`config.mk`:
```
export PLATFORM = sky130hd
export DESIGN_NAME = itcm_load_ctrl
export DESIGN_NICKNAME = d
export VERILOG_FILES = /design/src/rtl/itcm_load_ctrl.sv
export SDC_FILE = /design/constraint.sdc
export NUM_CORES = 1
export LEC_CHECK = 0
export ABC_AREA = 1
export CAP_MARGIN = 20
export CORE_MARGIN = 4
export CORE_UTILIZATION = 35
export CTS_BUF_LIST = sky130_fd_sc_hd__clkbuf_4 sky130_fd_sc_hd__clkbuf_8 sky130_fd_sc_hd__clkbuf_16
export DETAILED_ROUTE_END_ITERATION = 10
export PLACE_DENSITY = 0.68
export SETUP_SLACK_MARGIN = 0.02
export SKIP_CTS_REPAIR_TIMING = 1
export SYNTH_ARGS = -nofsm -noshare
export SYNTH_HDL_FRONTEND = slang
export SYNTH_SLANG_ARGS = --single-unit
```
`constraint.sdc`:
```
create_clock -name clk -period 2.99 [get_ports clk]
set_clock_uncertainty 0.15 [all_clocks]
set_input_delay 0.4485 -clock clk [delete_from_list [all_inputs] [get_ports clk]]
set_output_delay 0.4485 -clock clk [all_outputs]
set_load 0.05 [all_outputs]
```
`src/rtl/itcm_load_ctrl.sv`:
```
// ITCM image loader: packs a byte stream little-endian into 64-bit words and arbitrates the SRAM port.
// Define ITCM_LOAD_CSUM_EN to enable the running byte checksum on load_csum (otherwise tied to 0).
//
// state | meaning
// BOOT  | out of reset, core held, waiting for the first load
// IDLE  | CPU owns the SRAM port, core released
// FILL  | accepting bytes into the pack register
// WRITE | single-cycle SRAM write of the packed word
module itcm_load_ctrl #(
  parameter int AW            = 16,
  parameter int DW            = 64,
  parameter int MW            = 8,
  parameter int LEN_W         = 20,
  parameter int HOLD_AT_RESET = 1
) (
  input  logic             clk,
  input  logic             rst_n,
  input  logic             load_start,
  input  logic [AW-1:0]    load_base,
  input  logic [LEN_W-1:0] load_len,
  input  logic             in_valid,
  input  logic [7:0]       in_data,
  output logic             in_ready,
  output logic             load_busy,
  output logic             load_done,
  output logic             cpu_hold,
  input  logic             cpu_cs,
  input  logic             cpu_we,
  input  logic [MW-1:0]    cpu_wem,
  input  logic [AW-1:0]    cpu_addr,
  input  logic [DW-1:0]    cpu_din,
  output logic [DW-1:0]    cpu_dout,
  output logic             cpu_busy,
  output logic             ram_cs,
  output logic             ram_we,
  output logic [MW-1:0]    ram_wem,
  output logic [AW-1:0]    ram_addr,
  output logic [DW-1:0]    ram_din,
  input  logic [DW-1:0]    ram_dout,
  output logic [31:0]      load_csum
);

  typedef enum logic [1:0] {BOOT, IDLE, FILL, WRITE} state_t;
  localparam state_t RST_STATE = (HOLD_AT_RESET != 0) ? BOOT : IDLE;

  state_t           state_q, state_d;
  logic [AW-1:0]    base_q, word_idx_q;
  logic [LEN_W-1:0] len_q, byte_cnt_q, byte_cnt_inc;
  logic [DW-1:0]    pack_q;
  logic [MW-1:0]    mask_q;
  logic             in_ready_q, load_done_q;
  logic             accept, start_ok, last_byte, word_full, all_done;

  assign accept       = in_valid & in_ready_q;
  assign start_ok     = load_start & ((state_q == BOOT) | (state_q == IDLE));
  assign byte_cnt_inc = byte_cnt_q + 1'b1;
  assign last_byte    = (byte_cnt_inc == len_q);
  assign word_full    = (byte_cnt_q[2:0] == 3'd7);
  // byte_cnt has already advanced past the last byte by the time WRITE runs
  assign all_done     = (byte_cnt_q == len_q);

  always_ff @(posedge clk or negedge rst_n) begin
    if (!rst_n) state_q <= RST_STATE;
    else        state_q <= state_d;
  end

  always_comb begin
    state_d   = state_q;
    load_busy = 1'b0;
    cpu_hold  = 1'b1;
    cpu_busy  = 1'b1;
    ram_cs    = 1'b0;
    ram_we    = 1'b0;
    ram_wem   = mask_q;
    ram_addr  = base_q + word_idx_q;
    ram_din   = pack_q;
    case (state_q)
      BOOT, IDLE: begin
        if (load_start) state_d = (load_len == '0) ? IDLE : FILL;
      end
      FILL: begin
        load_busy = 1'b1;
        if (accept && (word_full || last_byte)) state_d = WRITE;
      end
      WRITE: begin
        load_busy = 1'b1;
        ram_cs    = 1'b1;
        ram_we    = 1'b1;
        state_d   = all_done ? IDLE : FILL;
      end
      default: state_d = RST_STATE;
    endcase
    if (state_q == IDLE) begin
      cpu_hold = 1'b0;
      cpu_busy = 1'b0;
      ram_cs   = cpu_cs;
      ram_we   = cpu_we;
      ram_wem  = cpu_wem;
      ram_addr = cpu_addr;
      ram_din  = cpu_din;
    end
  end

  always_ff @(posedge clk or negedge rst_n) begin
    if (!rst_n) begin
      base_q      <= '0;
      len_q       <= '0;
      byte_cnt_q  <= '0;
      word_idx_q  <= '0;
      pack_q      <= '0;
      mask_q      <= '0;
      in_ready_q  <= 1'b0;
      load_done_q <= 1'b0;
    end else begin
      in_ready_q  <= (state_d == FILL);
      load_done_q <= 1'b0;
      if (start_ok) begin
        base_q      <= load_base;
        len_q       <= load_len;
        byte_cnt_q  <= '0;
        word_idx_q  <= '0;
        pack_q      <= '0;
        mask_q      <= '0;
        load_done_q <= (load_len == '0);
      end else if (state_q == FILL && accept) begin
        pack_q[{byte_cnt_q[2:0], 3'b000} +: 8] <= in_data;
        mask_q[byte_cnt_q[2:0]]               <= 1'b1;
        byte_cnt_q                            <= byte_cnt_inc;
      end else if (state_q == WRITE) begin
        word_idx_q <= word_idx_q + 1'b1;
        pack_q     <= '0;
        mask_q     <= '0;
        if (all_done) load_done_q <= 1'b1;
      end
    end
  end

`ifdef ITCM_LOAD_CSUM_EN
  logic [31:0] csum_q;

  always_ff @(posedge clk or negedge rst_n) begin
    if (!rst_n)                        csum_q <= '0;
    else if (start_ok)                 csum_q <= '0;
    else if (state_q == FILL && accept) csum_q <= csum_q + {24'd0, in_data};
  end

  assign load_csum = csum_q;
`else
  assign load_csum = 32'd0;
`endif

  assign in_ready  = in_ready_q;
  assign load_done = load_done_q;
  assign cpu_dout  = ram_dout;

endmodule

```
==> results.md, run 1 <==
| Parameter | This run | Unit |
|:---|:---|:---|
| Final std cells w/o fill | 1788 | - |
| Clock-pin slew reported for the worst setup and hold paths after clock tree synthesis | 0.07 | ns |
| Lkg Pwr | 6.185 | nW |
| Most frequent cells in the layout | sky130_fd_sc_hd__nand2_1, sky130_fd_sc_hd__dfrtp_1, sky130_fd_sc_hd__clkdlybuf4s50_1, sky130_fd_sc_hd__inv_1, sky130_fd_sc_hd__o21ai_0 | - |
| Simple-Gate Fraction of Synth Area | 25.75 | % |
| Fmax | 319.3 | MHz |
| Maximum number of pins on one net before global-route repair | 74 | - |
| Launching element type of the critical path | flip-flop | - |
| TritonCTS clock tree | yes | - |
| Initial Utilization | 35.78 | % |
| Final critical-path share of the clock period | 104.7 | % |
| Floorplan die area | 29470 | um2 |
| RSZ-0062 raised after global routing | yes | - |
| Sum of net half-perimeters after detailed placement | 24080 | um |
| WS Path Type | flip-flop to output port | - |
| Post-Synthesis Mean Instance Area | 7.418 | um2 |
| Gpl congestion | 0.9916 | - |
| Power per Cell Area | 836.6 | nW/um2 |
| Share of layout cells above drive strength 1 | 15.49 | % |
| Final ANT Viol Nets | 0 | - |
| Vias per std cell | 4.944 | - |
| Number of H-tree branching levels | 4 | - |
| Worst endpoint required time | 2.39 | ns |
| Clock root cell | sky130_fd_sc_hd__clkbuf_16 | - |
| Number of global-route vias before repair | 8190 | - |
| First-pass GRT wire length | 46500 | um |
| Placement-stage cell area | 11950 | um2 |
| Layout net count | 1663 | - |
| CTS sink count | 148 | - |
| Number of placement rows | 59 | - |
| Sequential cell area | 3706 | um2 |
| Compound-Gate Fraction of Synth Area | 13.12 | % |
| Failing checks | negative setup slack | - |
| Post-route design area | 12890 | um2 |
| Worst relative slew slack | 60.94 | % |
| Sequential-to-total area share from yosys stat | 39.50 | % |
| Router iterations before antenna repair | 5 | - |
| Port bufs | 232 | - |
| IO Pins | 393 | - |
| Status | finished, violations left | - |
| Worst hold slack | 0.3279 | ns |
| Multi-input gate area in the final layout | 4624 | um2 |
| Remaining design rule violation count | 0 | - |
| Critical path peak fanout | 4 | - |
| Synthesized cell area | 9376 | um2 |
| Final number of setup-violating endpoints | 5 | - |
| Final hold viol count | 0 | - |
| Core area | 26210 | um2 |
| Final Max Slew Viols | 0 | - |
| Largest voltage drop on the vdd net | 0.3861 | mV |
| Setup TNS | -0.2704 | ns |
| Overflow left after global routing | 0 | - |
| Chip width | 171.7 | um |
| Critical Path End Type | output port | - |
| Fin util | 49.18 | % |
| Worst min path class | primary input to asynchronous set/reset pin | - |
| Placed Cells incl. Taps | 1744 | - |
| Clock latency of the later-clocked register in the worst-skew pair | 0.42 | ns |
| Proportion of synthesized area in mux cells | 0 | % |
| Chip Height | 171.7 | um |
| Bufs on Longest Clock Path | 2 | - |
| Total of fill cells in the finished design | 2502 | - |
| Diodes inserted | 0 | - |
| Adder-cell share of the synthesized area | 2.882 | % |
| Largest family of logic cells by synthesized area | simple AND/OR/NAND/NOR gates | - |
| Number of vias after detailed routing | 8840 | - |
| Final critical-path setup slack | -0.1417 | ns |
| Transition time of the tightest slew-check pin | 0.5860 | ns |
| Number of distinct standard cells referenced by the synthesized netlist | 50 | - |
| Violation count after the first detailed-route iteration | 607 | - |
| GRT Total Usage | 20.18 | % |
| Arrival time worst endpoint | 2.53 | ns |
| Number of buffers inserted during clock tree synthesis | 17 | - |
| Antenna violations before repair | 0 | - |
| Post-synthesis to final-layout area growth | 37.44 | % |
| DRT Wirelength | 31290 | um |
| Yosys warns | 0 | - |
| XOR/XNOR Fraction of Synth Area | 3.643 | % |
| Max capacitance violation total | 0 | - |
| Most common library cell in the layout ignoring fill and taps | sky130_fd_sc_hd__nand2_1 | - |
| Gate Count Post-Synth | 1264 | - |
| Final routed wire length divided by cell count | 17.50 | um |
| Flip-flop and latch count after synthesis | 148 | - |
| Final Critical Period | 3.132 | ns |
## cell type report
type / instances / share of cell area (%)
Multi-Input combinational cell: 872 / 35.88
Clock inverter: 14 / 1.282
Clock buffer: 18 / 3.408
Timing Repair Buffer: 259 / 23.26
Tap cell: 335 / 3.252
Inverter: 142 / 4.155
Sequential cell: 148 / 28.76
## cell usage after synthesis (all sizes together)
library cell	number	area (um2)
a211oi	2	15.01
a21boi	2	18.77
a21o	4	30.03
a21oi	30	150.1
a31oi	5	31.28
a32oi	1	8.760
and3	1	6.260
buf	104	768.2
clkbuf	29	108.9
clkinv	2	7.510
conb	1	3.750
dfrtp	148	3704
fa	1	20.02
ha	20	250.2
inv	140	528.0
nand2	402	1546
nand3	40	227.7
nand3b	2	15.01
nand4	13	81.33
nor2	68	336.6
nor3	19	111.4
nor3b	2	15.01
nor4	6	37.54
o211ai	1	7.510
o21a	2	15.01
o21ai	121	605.6
o21bai	3	22.52
o22ai	45	281.5
o311a	1	10.01
o31ai	1	7.510
o32ai	3	26.28
or2	6	37.54
xnor2	15	131.4
xor2	24	210.2
## sequential cells by signal, summed over array words and instances, names as in the netlist
signal and flops:
byte_cnt_q 20, pack_q 64, word_idx_q 16, len_q 20, load_done 1, state_q 2, mask_q 8, in_ready 1
base_q 16
## stage by stage
step           setup WS (ns)  total power (W)
6_report             -0.1417          0.01078
5_1_grt              -0.2230          0.01136
4_1_cts              -0.3330          0.01071
2_1_floorplan        0.08452         0.006342
3_5_place_dp          0.1267         0.008512
3_3_place_gp          0.2296         0.008445
## cell families after synthesis
logic type                 after synthesis
AOI/OAI and AO/OA                      221
xor gates and xnor gates                39
adders and majority gates               21
buffers and inverters                  275
DFF                                    148
other                                    1
and+or+nand+nor                        559
## routing by layer
layer / track usage [%] / share of wire (%) / up-vias
li1: - / - / 4304
met1: 25.77 / 41 / 4156
met2: 35.38 / 51 / 350
met3: 3.631 / 6.8 / 30
met4: 5.098 / 1.6 / 0
met5: 0 / 0 / -
## power by group
part	internal, W	switching, W	total [W]
clock network	0.00121	0.000956	0.00217
registers	0.00250	0.000336	0.00284
logic	0.00225	0.00352	0.00577
## critical path: stages, from the launching register on
cell	delay, ns
sky130_fd_sc_hd__dfrtp_1	0.40
sky130_fd_sc_hd__ha_2	0.21
sky130_fd_sc_hd__inv_2	0.05
sky130_fd_sc_hd__fa_2	0.37
sky130_fd_sc_hd__inv_2	0.06
sky130_fd_sc_hd__nand3_2	0.05
sky130_fd_sc_hd__nand2_2	0.09
sky130_fd_sc_hd__a21oi_4	0.07
sky130_fd_sc_hd__nor2_2	0.12
sky130_fd_sc_hd__o22ai_2	0.09
sky130_fd_sc_hd__or2_4	0.26
sky130_fd_sc_hd__a31oi_4	0.18
sky130_fd_sc_hd__buf_12	0.16
## final timing paths
| path | start | endpoint | slack [ns] | cells after the start |
|---|---|---|---|---|
| worst max-delay path | word_idx_q[0] | ram_addr[10] | -0.14 | 12 |
| worst max register to register | byte_cnt_q[0] | pack_q[37] | 0.40 | 10 |
| max in group asynchronous | rst_n | word_idx_q[2] | 1.64 | 3 |
| worst min register to register | pack_q[0] | pack_q[0] | 0.34 | 2 |
| worst min-delay path | rst_n | load_done | 0.33 | 2 |
| min in group clk | pack_q[0] | pack_q[0] | 0.34 | 2 |
Power figures use the tool's default switching activity.
==> inputs of run 2 (changes only) <==
==> constraint.sdc (replaced) <==
create_clock -name clk -period 2.99 [get_ports clk]
set_clock_uncertainty 0.15 [all_clocks]
set_input_delay 0.299 -clock clk [delete_from_list [all_inputs] [get_ports clk]]
set_output_delay 0.299 -clock clk [all_outputs]
set_load 0.05 [all_outputs]
==> run 2 against run 1 <==
Against the previous run: the flow now finishes without violations; die area stayed put; clock power barely moved; clock-buffer cell count shrank 1; sequential power hardly changed; critical path depth stayed put; design area down 1.2%; sequential cell count did not move; power down 1.0%; sequential share of layout area increased by 0.35 points; largest cell class unchanged; largest power group unchanged.
==> results.md, run 2 (synthesized netlist as in run 1, its figures left out) <==
| Parameter | This run | Unit | Change |
|:---|:---|:---|:---|
| Status | completed | - | was finished, violations left |
| Chip width | 171.7 | um | unchanged |
| WS Path Type | flip-flop to output port | - | unchanged |
| Largest voltage drop on the vdd net | 0.3528 | mV | was 0.3861 mV |
| Fmax | 336.6 | MHz | was 319.3 MHz |
| TritonCTS clock tree | yes | - | unchanged |
| Floorplan die area | 29470 | um2 | unchanged |
| Most frequent cells in the layout | sky130_fd_sc_hd__nand2_1, sky130_fd_sc_hd__dfrtp_1, sky130_fd_sc_hd__clkdlybuf4s50_1, sky130_fd_sc_hd__inv_1, sky130_fd_sc_hd__o21ai_0 | - | unchanged |
| Logic depth of the worst register-to-register path | 10 | - | unchanged |
| Clock-pin slew reported for the worst setup and hold paths after clock tree synthesis | 0.07 | ns | about the same |
| Post-synthesis to final-layout area growth | 35.79 | % | was 37.44% |
| Design Power | 0.01067 | W | was 0.01078 W |
| Initial Utilization | 35.78 | % | unchanged |
| Placement-stage cell area | 11900 | um2 | was 11950 um2 |
| Clock latency of the later-clocked register in the worst-skew pair | 0.43 | ns | was 0.42 ns |
| Critical Path End Type | output port | - | unchanged |
| Worst min path class | primary input to flip-flop | - | was primary input to asynchronous set/reset pin |
| Worst endpoint required time | 2.54 | ns | was 2.39 ns |
| Most common library cell in the layout ignoring fill and taps | sky130_fd_sc_hd__nand2_1 | - | unchanged |
| Overflow left after global routing | 0 | - | unchanged |
| Number of flip-flops under the largest register name | 64 | - | unchanged |
| Arrival time worst endpoint | 2.52 | ns | was 2.53 ns |
| Number of vias after detailed routing | 8624 | - | was 8840 |
| Antenna violations before repair | 0 | - | unchanged |
| Remaining design rule violation count | 0 | - | unchanged |
| Share of layout cells above drive strength 1 | 14.34 | % | was 15.49% |
| Port bufs | 232 | - | unchanged |
| Reg-to-reg slack, setup | 0.35 | ns | was 0.40 ns |
| DRT Wirelength | 30740 | um | was 31290 um |
| Worst relative slew slack | 56.53 | % | was 60.94% |
| Chip Height | 171.7 | um | unchanged |
| Layout net count | 1660 | - | was 1663 |
| Vias per std cell | 4.831 | - | was 4.944 |
| R2r startpoint | byte_cnt_q[0] | - | unchanged |
| Largest registers | pack_q x64, byte_cnt_q x20, len_q x20 | - | unchanged |
| Max capacitance violation total | 0 | - | unchanged |
| Violation count after the first detailed-route iteration | 606 | - | was 607 |
| Gpl congestion | 0.8948 | - | was 0.9916 |
| Power per Cell Area | 838.3 | nW/um2 | was 836.6 nW/um2 |
| Router iterations before antenna repair | 5 | - | unchanged |
| Final critical-path share of the clock period | 99.36 | % | was 104.7% |
| Critical path peak fanout | 5 | - | was 4 |
| Number of placement rows | 59 | - | unchanged |
| IO Pins | 393 | - | unchanged |
| Transition time of the tightest slew-check pin | 0.6521 | ns | was 0.5860 ns |
| Number of H-tree branching levels | 4 | - | unchanged |
| First-pass GRT wire length | 46310 | um | was 46500 um |
| Sum of net half-perimeters after detailed placement | 23830 | um | was 24080 um |
| Final Max Slew Viols | 0 | - | unchanged |
| RSZ-0062 raised after global routing | yes | - | unchanged |
| Final ANT Viol Nets | 0 | - | unchanged |
| Diodes inserted | 0 | - | unchanged |
| WHS Endpoint | base_q[8] | - |  |
| Launching element type of the critical path | flip-flop | - | unchanged |
| Hold depth | 3 | - |  |
| Final hold viol count | 0 | - | unchanged |
| Start point of the critical path | word_idx_q[0] | - | unchanged |
| Post-route design area | 12730 | um2 | was 12890 um2 |
| Bufs on Longest Clock Path | 2 | - | unchanged |
| Most flops, register | pack_q | - | unchanged |
| Number of buffers inserted during clock tree synthesis | 17 | - | unchanged |
| Clock root cell | sky130_fd_sc_hd__clkbuf_16 | - | unchanged |
| Final Critical Period | 2.971 | ns | was 3.132 ns |
| Final number of setup-violating endpoints | 0 | - | was 5 |
| GRT Total Usage | 20.02 | % | was 20.18% |
| Fin util | 48.58 | % | was 49.18% |
| CTS sink count | 148 | - | unchanged |
| Lkg Pwr | 6.132 | nW | was 6.185 nW |
| Hold Startpoint | load_base[8] | - |  |
| Number of global-route vias before repair | 8344 | - | was 8190 |
| Core area | 26210 | um2 | unchanged |
| Maximum number of pins on one net before global-route repair | 70 | - | was 74 |
| Final routed wire length divided by cell count | 17.22 | um | was 17.50 um |
| Capture instance of the worst register-to-register path | pack_q[35] | - | was pack_q[37] |
run 2: cell types whose count changed in the layout (fill, tap and decap cells not counted), sizes merged:
cell	previous run	this run
inv	146	148
clkbuf	18	17
clkdlybuf4s50	139	141
clkinv	8	7
buf	119	114
run 2: final cells by class:
class,instances,area (um2)
flip-flops and latches,148,3706
well taps,335,419.2
fillers,2498,13470
clock inverters,15,165.2
clock buffers,17,425.4
repair buffers,256,2935
inverters,142,535.5
multi-input cells,872,4546
run 2: how the worst max path moves through the flow:
| stage | to | slack [ns] | depth (start not counted) |
|---|---|---|---|
| 6_report | ram_addr[10] | 0.02 | 12 |
| 5_1_grt | ram_addr[10] | -0.13 | 12 |
| 4_1_cts | ram_addr[10] | -0.21 | 12 |
| 3_5_place_dp | ram_addr[10] | 0.26 | 12 |
| 3_3_place_gp | ram_addr[10] | 0.31 | 12 |
| 2_1_floorplan | ram_addr[13] | 0.14 | 8 |
run 2: power breakdown:
group	leakage [nW]	total, W	internal [W]	switching, W
clock	0.289	0.00215	0.00119	0.000962
sequential	1.93	0.00284	0.00250	0.000340
combinational	3.92	0.00568	0.00219	0.00349
run 2: layer usage:
| layer | wire length, um | global-route usage (%) |
|---|---|---|
| met5 | 0 | 0 |
| met2 | 16000 | 36.27 |
| met1 | 12520 | 24.87 |
| met3 | 1882 | 3.884 |
| met4 | 344 | 3.893 |
run 2: through the flow:
stage	TNS (ns)	cells	setup slack (ns)	hold slack, ns
3_3_place_gp	0	1743	0.3079	0.2001
3_5_place_dp	0	1743	0.2556	0.2064
6_report	0	1785	0.01922	0.2544
2_1_floorplan	0	1295	0.1406	-0.1466
5_1_grt	-0.2997	1785	-0.1296	0.2651
4_1_cts	-0.6000	1775	-0.2121	-0.2515
run 2: critical path, stage by stage (launching register included):
cell and delay (ns):
sky130_fd_sc_hd__dfrtp_1 0.41, sky130_fd_sc_hd__ha_2 0.21, sky130_fd_sc_hd__inv_1 0.06, sky130_fd_sc_hd__fa_2 0.36, sky130_fd_sc_hd__inv_1 0.06, sky130_fd_sc_hd__nand3_1 0.08, sky130_fd_sc_hd__nand2_2 0.10, sky130_fd_sc_hd__a21oi_2 0.08
sky130_fd_sc_hd__nor2_1 0.09, sky130_fd_sc_hd__o22ai_1 0.08, sky130_fd_sc_hd__or2_4 0.24, sky130_fd_sc_hd__a31oi_4 0.18, sky130_fd_sc_hd__buf_12 0.16
==> inputs of run 3 (changes only) <==
--- a/config.mk
+++ b/config.mk
@@ -10,6 +10,7 @@
 export CORE_MARGIN = 4
 export CORE_UTILIZATION = 35
 export CTS_BUF_LIST = sky130_fd_sc_hd__clkbuf_4 sky130_fd_sc_hd__clkbuf_8 sky130_fd_sc_hd__clkbuf_16
+export CTS_CLUSTER_SIZE = 8
 export DETAILED_ROUTE_END_ITERATION = 10
 export PLACE_DENSITY = 0.68
 export SETUP_SLACK_MARGIN = 0.02
==> results of run 3 <==
No change in the layout: final DEF, timing and power equal those of run 2.
